File: src/rtl/marker_ctrl.sv
// Marker overlay scheduler: buffers one centroid per tracker and commits at most one
// per frame during vertical blanking, blanking the marker after a run of empty frames.
module marker_ctrl #(
  parameter int DISP_WIDTH   = 11,
  parameter int H_ACTIVE     = 640,
  parameter int V_ACTIVE     = 480,
  parameter int STALE_FRAMES = 4
) (
  input  logic                  clk,
  input  logic                  areset,
  input  logic                  frame_start,
  input  logic                  frame_end,
  input  logic [1:0]            mode,
  input  logic                  s0_valid,
  input  logic                  s1_valid,
  output logic                  s0_ready,
  output logic                  s1_ready,
  input  logic [DISP_WIDTH-1:0] s0_x,
  input  logic [DISP_WIDTH-1:0] s0_y,
  input  logic [DISP_WIDTH-1:0] s1_x,
  input  logic [DISP_WIDTH-1:0] s1_y,
  output logic [DISP_WIDTH-1:0] x_obj,
  output logic [DISP_WIDTH-1:0] y_obj,
  output logic                  marker_en,
  output logic                  active_src,
  output logic                  stale
);

  typedef enum logic [1:0] {IDLE, ACTIVE, COMMIT, BLANK} state_t;

  localparam logic [DISP_WIDTH-1:0] X_MAX = DISP_WIDTH'(H_ACTIVE - 1);
  localparam logic [DISP_WIDTH-1:0] Y_MAX = DISP_WIDTH'(V_ACTIVE - 1);
  localparam logic [3:0]            STALE_MAX = 4'(STALE_FRAMES);

  state_t                state_q, state_d;
  logic                  pv0_q, pv0_d, pv1_q, pv1_d;
  logic [DISP_WIDTH-1:0] px0_q, px0_d, py0_q, py0_d;
  logic [DISP_WIDTH-1:0] px1_q, px1_d, py1_q, py1_d;
  logic [DISP_WIDTH-1:0] x_q, x_d, y_q, y_d;
  logic                  en_q, en_d, src_q, src_d, stale_q, stale_d, rr_q, rr_d;
  logic [3:0]            cnt_q, cnt_d;
  logic                  xfer0, xfer1, use0, use1, drop0, drop1;

  function automatic logic [DISP_WIDTH-1:0] clamp(input logic [DISP_WIDTH-1:0] v,
                                                   input logic [DISP_WIDTH-1:0] lim);
    return (v > lim) ? lim : v;
  endfunction

  assign xfer0 = s0_valid & ~pv0_q;
  assign xfer1 = s1_valid & ~pv1_q;

  always_comb begin
    state_d = state_q;
    pv0_d   = pv0_q;
    pv1_d   = pv1_q;
    px0_d   = px0_q;
    py0_d   = py0_q;
    px1_d   = px1_q;
    py1_d   = py1_q;
    x_d     = x_q;
    y_d     = y_q;
    en_d    = en_q;
    src_d   = src_q;
    stale_d = stale_q;
    rr_d    = rr_q;
    cnt_d   = cnt_q;
    use0    = 1'b0;
    use1    = 1'b0;
    drop0   = 1'b0;
    drop1   = 1'b0;

    unique case (state_q)
      IDLE:    if (frame_start) state_d = ACTIVE;
      ACTIVE:  if (frame_end)   state_d = COMMIT;
      COMMIT:  state_d = BLANK;
      BLANK:   if (frame_start) state_d = ACTIVE;
      default: state_d = IDLE;
    endcase

    if (state_q == COMMIT) begin
      unique case (mode)
        2'b00: begin
          drop0   = 1'b1;
          drop1   = 1'b1;
          en_d    = 1'b0;
          stale_d = 1'b0;
          cnt_d   = 4'd0;
        end
        2'b01: begin
          use0  = pv0_q;
          drop1 = 1'b1;
        end
        2'b10: begin
          use1  = pv1_q;
          drop0 = 1'b1;
        end
        default: begin
          if (!rr_q) begin
            use0 = pv0_q;
            use1 = ~pv0_q & pv1_q;
          end else begin
            use1 = pv1_q;
            use0 = ~pv1_q & pv0_q;
          end
        end
      endcase

      if (use0 || use1) begin
        x_d     = use1 ? px1_q : px0_q;
        y_d     = use1 ? py1_q : py0_q;
        src_d   = use1;
        cnt_d   = 4'd0;
        en_d    = 1'b1;
        stale_d = 1'b0;
        if (mode == 2'b11) rr_d = ~use1;
      end else if (mode != 2'b00) begin
        if (cnt_q != STALE_MAX) cnt_d = cnt_q + 4'd1;
        if (cnt_d == STALE_MAX) begin
          en_d    = 1'b0;
          stale_d = 1'b1;
        end
      end
    end

    // A fresh transfer always lands in an empty slot, so it overrides any discard.
    if (use0 || drop0) pv0_d = 1'b0;
    if (use1 || drop1) pv1_d = 1'b0;
    if (xfer0) begin
      pv0_d = 1'b1;
      px0_d = clamp(s0_x, X_MAX);
      py0_d = clamp(s0_y, Y_MAX);
    end
    if (xfer1) begin
      pv1_d = 1'b1;
      px1_d = clamp(s1_x, X_MAX);
      py1_d = clamp(s1_y, Y_MAX);
    end
  end

  always_ff @(posedge clk or posedge areset) begin
    if (areset) begin
      state_q <= IDLE;
      pv0_q   <= 1'b0;
      pv1_q   <= 1'b0;
      x_q     <= '0;
      y_q     <= '0;
      en_q    <= 1'b0;
      src_q   <= 1'b0;
      stale_q <= 1'b0;
      rr_q    <= 1'b0;
      cnt_q   <= 4'd0;
    end else begin
      state_q <= state_d;
      pv0_q   <= pv0_d;
      pv1_q   <= pv1_d;
      x_q     <= x_d;
      y_q     <= y_d;
      en_q    <= en_d;
      src_q   <= src_d;
      stale_q <= stale_d;
      rr_q    <= rr_d;
      cnt_q   <= cnt_d;
    end
  end

  // Pending coordinates are qualified by pv*_q, so they need no reset.
  always_ff @(posedge clk) begin
    px0_q <= px0_d;
    py0_q <= py0_d;
    px1_q <= px1_d;
    py1_q <= py1_d;
  end

  assign s0_ready   = ~pv0_q;
  assign s1_ready   = ~pv1_q;
  assign x_obj      = x_q;
  assign y_obj      = y_q;
  assign marker_en  = en_q;
  assign active_src = src_q;
  assign stale      = stale_q;

endmodule

File: config.mk
export PLATFORM = sky130hd
export DESIGN_NAME = marker_ctrl
export DESIGN_NICKNAME = d
export VERILOG_FILES = /design/src/rtl/marker_ctrl.sv
export SDC_FILE = /design/constraint.sdc
export NUM_CORES = 1
export LEC_CHECK = 0
export ABC_AREA = 1
export CAP_MARGIN = 5
export CORE_MARGIN = 3
export CORE_UTILIZATION = 32
export DETAILED_ROUTE_END_ITERATION = 8
export PLACE_DENSITY_LB_ADDON = 0.08
export SLEW_MARGIN = 10
export SYNTH_ARGS = -nofsm -noshare
export SYNTH_HDL_FRONTEND = slang
export SYNTH_SLANG_ARGS = --single-unit
export TNS_END_PERCENT = 100
File: constraint.sdc
create_clock -name clk -period 1.8 [get_ports clk]
set_input_delay 0.18 -clock clk [delete_from_list [all_inputs] [get_ports clk]]
set_output_delay 0.18 -clock clk [all_outputs]
set_load 0.03 [all_outputs]
==> results by group <==
STA
  • Final max-slew violation count: 0
  • Worst Clk Skew: 0.00812 ns
  • Period utilisation layout: 0.963
  • Final Worst Setup Slack: 0.0675 ns
  • Max Clk Rate: 577 MHz
  • Post-layout minimum cycle time: 1.73 ns
  • Final sum of negative setup slack: 0 ns
  • RSZ-0062 raised after global routing: false
  • Number of hold-slack violations in the final timing report: 0
  • Final setup violation count: 0

Routing
  • Count of routing violations after the opening detailed-route iteration: 95
  • Total routed wirelength: 7510 µm
  • # DRC: 0
  • Total number of vias: about 2400
  • First-pass iteration count of the detailed router: 4
  • Post-route antenna net violation count: 0
  • Routed via count divided by cell count: about 4.5
  • Average wire per cell in the routed design: 13.7 µm

Worst setup path
  • Cell count of the worst reg-to-reg path: 6
  • Type of origin of the critical path: flop
  • Capture point of the worst reg-to-reg path: cnt_q[2]
  • Highest fanout seen on the critical path: 3
  • Slowest cell on crit path: clkdlybuf4s50_1
  • Worst-case register-to-register setup slack: around 0.27 ns
  • CP max stage delay: 0.68 ns
  • Worst EP arrival: 1.55 ns
  • Setup CP Type: reg2out
  • Critical path startpoint: pv1_q
  • Worst path cell trace: inv_1, clkdlybuf4s50_1
  • Crit path capture type: primary output
  • Data required time at the worst endpoint: roughly 1.6 ns
  • Startpoint of the most critical register-to-register path: state_q[0]

Synth
  • Sequential area share after synthesis: 0.650
  • Count of yosys warnings during synthesis: 0
  • Post-synthesis sequential element count: 78
  • Synth Cell Area: 3340 µm²
  • Top cells by count, synth: nand2_1 (56), a21oi_1 (47), edfxtp_1 (44)
  • Number of distinct library cells after synthesis: 24
  • Number of flops mapped to enable cells by yosys: 44
  • Most used DFF post-synth: edfxtp_1
  • Library cell occupying the most area in the post-synthesis netlist: edfxtp_1
  • Share of synthesized registers carrying an async set or reset: 0.436
  • Gate Count Post-Synth: 317
  • Syn avg cell area: around 11 µm²
  • Most frequent cell after synthesis: nand2_1
  • Dominant cells by area after synthesis: edfxtp_1 (40%), dfrtp_1 (25%), a21oi_1 (7.0%)
  • Top-area cell type share of the netlist area: 0.395

CTS
  • Total of cells resized after clock tree synthesis: 0
  • Root Buffer: clkbuf_8
  • Clock slew at the register clock pins of the worst setup and hold paths: 0.09 ns
  • Number of buffers on the longest clock path: 2
  • Clk Latency, worst-skew pair: 0.34 ns
  • Number of clock sinks seen by CTS: 78
  • TritonCTS clock tree: built
  • Clock buffers created by TritonCTS: 9
  • Number of levels the H-tree was split into: 3
  • Number of buffers added for setup after CTS: 0
  • Count of hold-fix buffers inserted at cts: 0

Final layout
  • Filler Cells Inserted: between 900 and 1000
  • Number of nets at the end of the flow: approximately 470
  • Count of inserted antenna diode cells: 0
  • Layout overhead on the synthesized area: 35.2%
  • Ratio of cells with drive above 1 in the final layout: 0.150

Floorplan
  • DIE WIDTH: 108 µm
  • Die height: approximately 110 µm
  • Number of I/O pins: 79
  • Die Area: 11700 µm²
  • Site Rows: 36
  • Floorplan core area: 9950 µm²
  • Initial Util: 0.336

GRT
  • Total grt overflow: 0
  • Pin count of the biggest net entering global routing: 35
  • Global-route wire length before repair: 12100 µm
  • Antenna violations before repair: 0
  • Vias in the first global route: 2417
  • Total routing resource utilization after global routing: 0.136

Place
  • Post-place setup slack: between 0.08 and 0.09 ns
  • Count of input and output buffers: 78
  • GPL Wtd Cong: 0.781
  • Sum of net half-perimeters after detailed placement: 5380 µm

Status
  • Outcome: finished, final reports clean

Hold path
  • Type of the worst min-delay path: in2async

Power
  • Leak: ~1.8 nW
  • Power per cell area: 1480 nW/µm²
  • Peak ir drop on the vdd network: 0.474 mV

Run
  • Reported max-cap violation count: 0
-- sequential cells by signal, indices dropped and copies added (netlist names) --
signal / flops
px1_q: 11
pv0_q: 1
x_obj: 11
marker_en: 1
py1_q: 11
pv1_q: 1
state_q: 2
active_src: 1
cnt_q: 4
py0_q: 11
y_obj: 11
px0_q: 11
rr_q: 1
stale: 1
-- how the worst max path moves through the flow --
stage | endpoint | slack, ns | depth (start not counted)
after CTS | s1_ready | 0.05 | 2
after floorplan | px0_q[0] | 0.24 | 3
after detailed placement | y_obj[4] | 0.08 | 7
final | s1_ready | 0.07 | 2
after global routing | s1_ready | 0.002 | 2
after global placement | y_obj[8] | 0.14 | 7
-- cell families (layout without fill, tap and decap cells) --
family,after synthesis,count (layout),share of synthesized area
other,1,6,0.00112
buffers and inverters,38,130,0.0528
AOI/OAI and AO/OA,60,60,0.0925
DFF,78,78,0.650
and+or+nand+nor,136,136,0.189
adders and majority gates,4,4,0.0150
-- power by group --
group	switching (mW)	total, mW	internal, mW
sequential	0.270	2.71	2.44
combinational	1.62	2.67	1.05
clock	0.665	1.32	0.651
-- critical path: cells and delay by family (launching register included) --
family,cells,cell delay [ns]
buffers and inverters,2,0.80
flip-flops,1,0.42
-- layer usage --
layer  global-route usage  up-vias  routed length (µm)
met4               0.0541        0                  88
met3               0.0257        8                 307
met1                0.174     1156                3250
met2                0.228       54                3860
li1                     -     1222                   -
met5                    0        -                   0
-- layout make-up --
cell class	count	area [µm²]	share of cell area
Clock buffer	10	128	0.0282
Multi-Input combinational cell	206	1010	0.224
Clock inverter	6	70.1	0.0155
Tap cell	133	166	0.0368
Inverter	29	111	0.0246
Sequential cell	78	2170	0.481
Timing Repair Buffer	85	858	0.190
-- through the flow --
step	hold slack, ns	cells	power (mW)	util	instance area (µm²)
global route	0.283	547	7.15	0.454	4520
finish	0.241	547	6.70	0.454	4520
global placement	0.490	531	5.44	0.434	4320
floorplan	0.322	322	4.35	-	3360
detailed placement	0.488	531	5.48	0.434	4320
CTS	0.242	547	6.81	0.454	4520
-- cell usage in the layout, fill, tap and decap left out --
cell type        count
ha_1                 4
nor3_1               1
inv_6                2
nand2_1             56
buf_4                5
dfrtp_1             34
inv_4                1
inv_1               26
bufinv_16            1
nand3_1              4
nand3_2              2
nor2_1              36
nand2_2              1
buf_12               2
a21oi_1             47
nand2_4              1
clkbuf_8             9
clkbuf_1             1
nor3_2               1
edfxtp_1            44
nand4_1              2
o21ai_0             10
clkinvlp_4           3
o22ai_1              1
conb_1               6
or2_2               32
inv_2                2
clkdlybuf4s50_1     78
o221ai_1             2
Power figures use the tool's default switching activity.
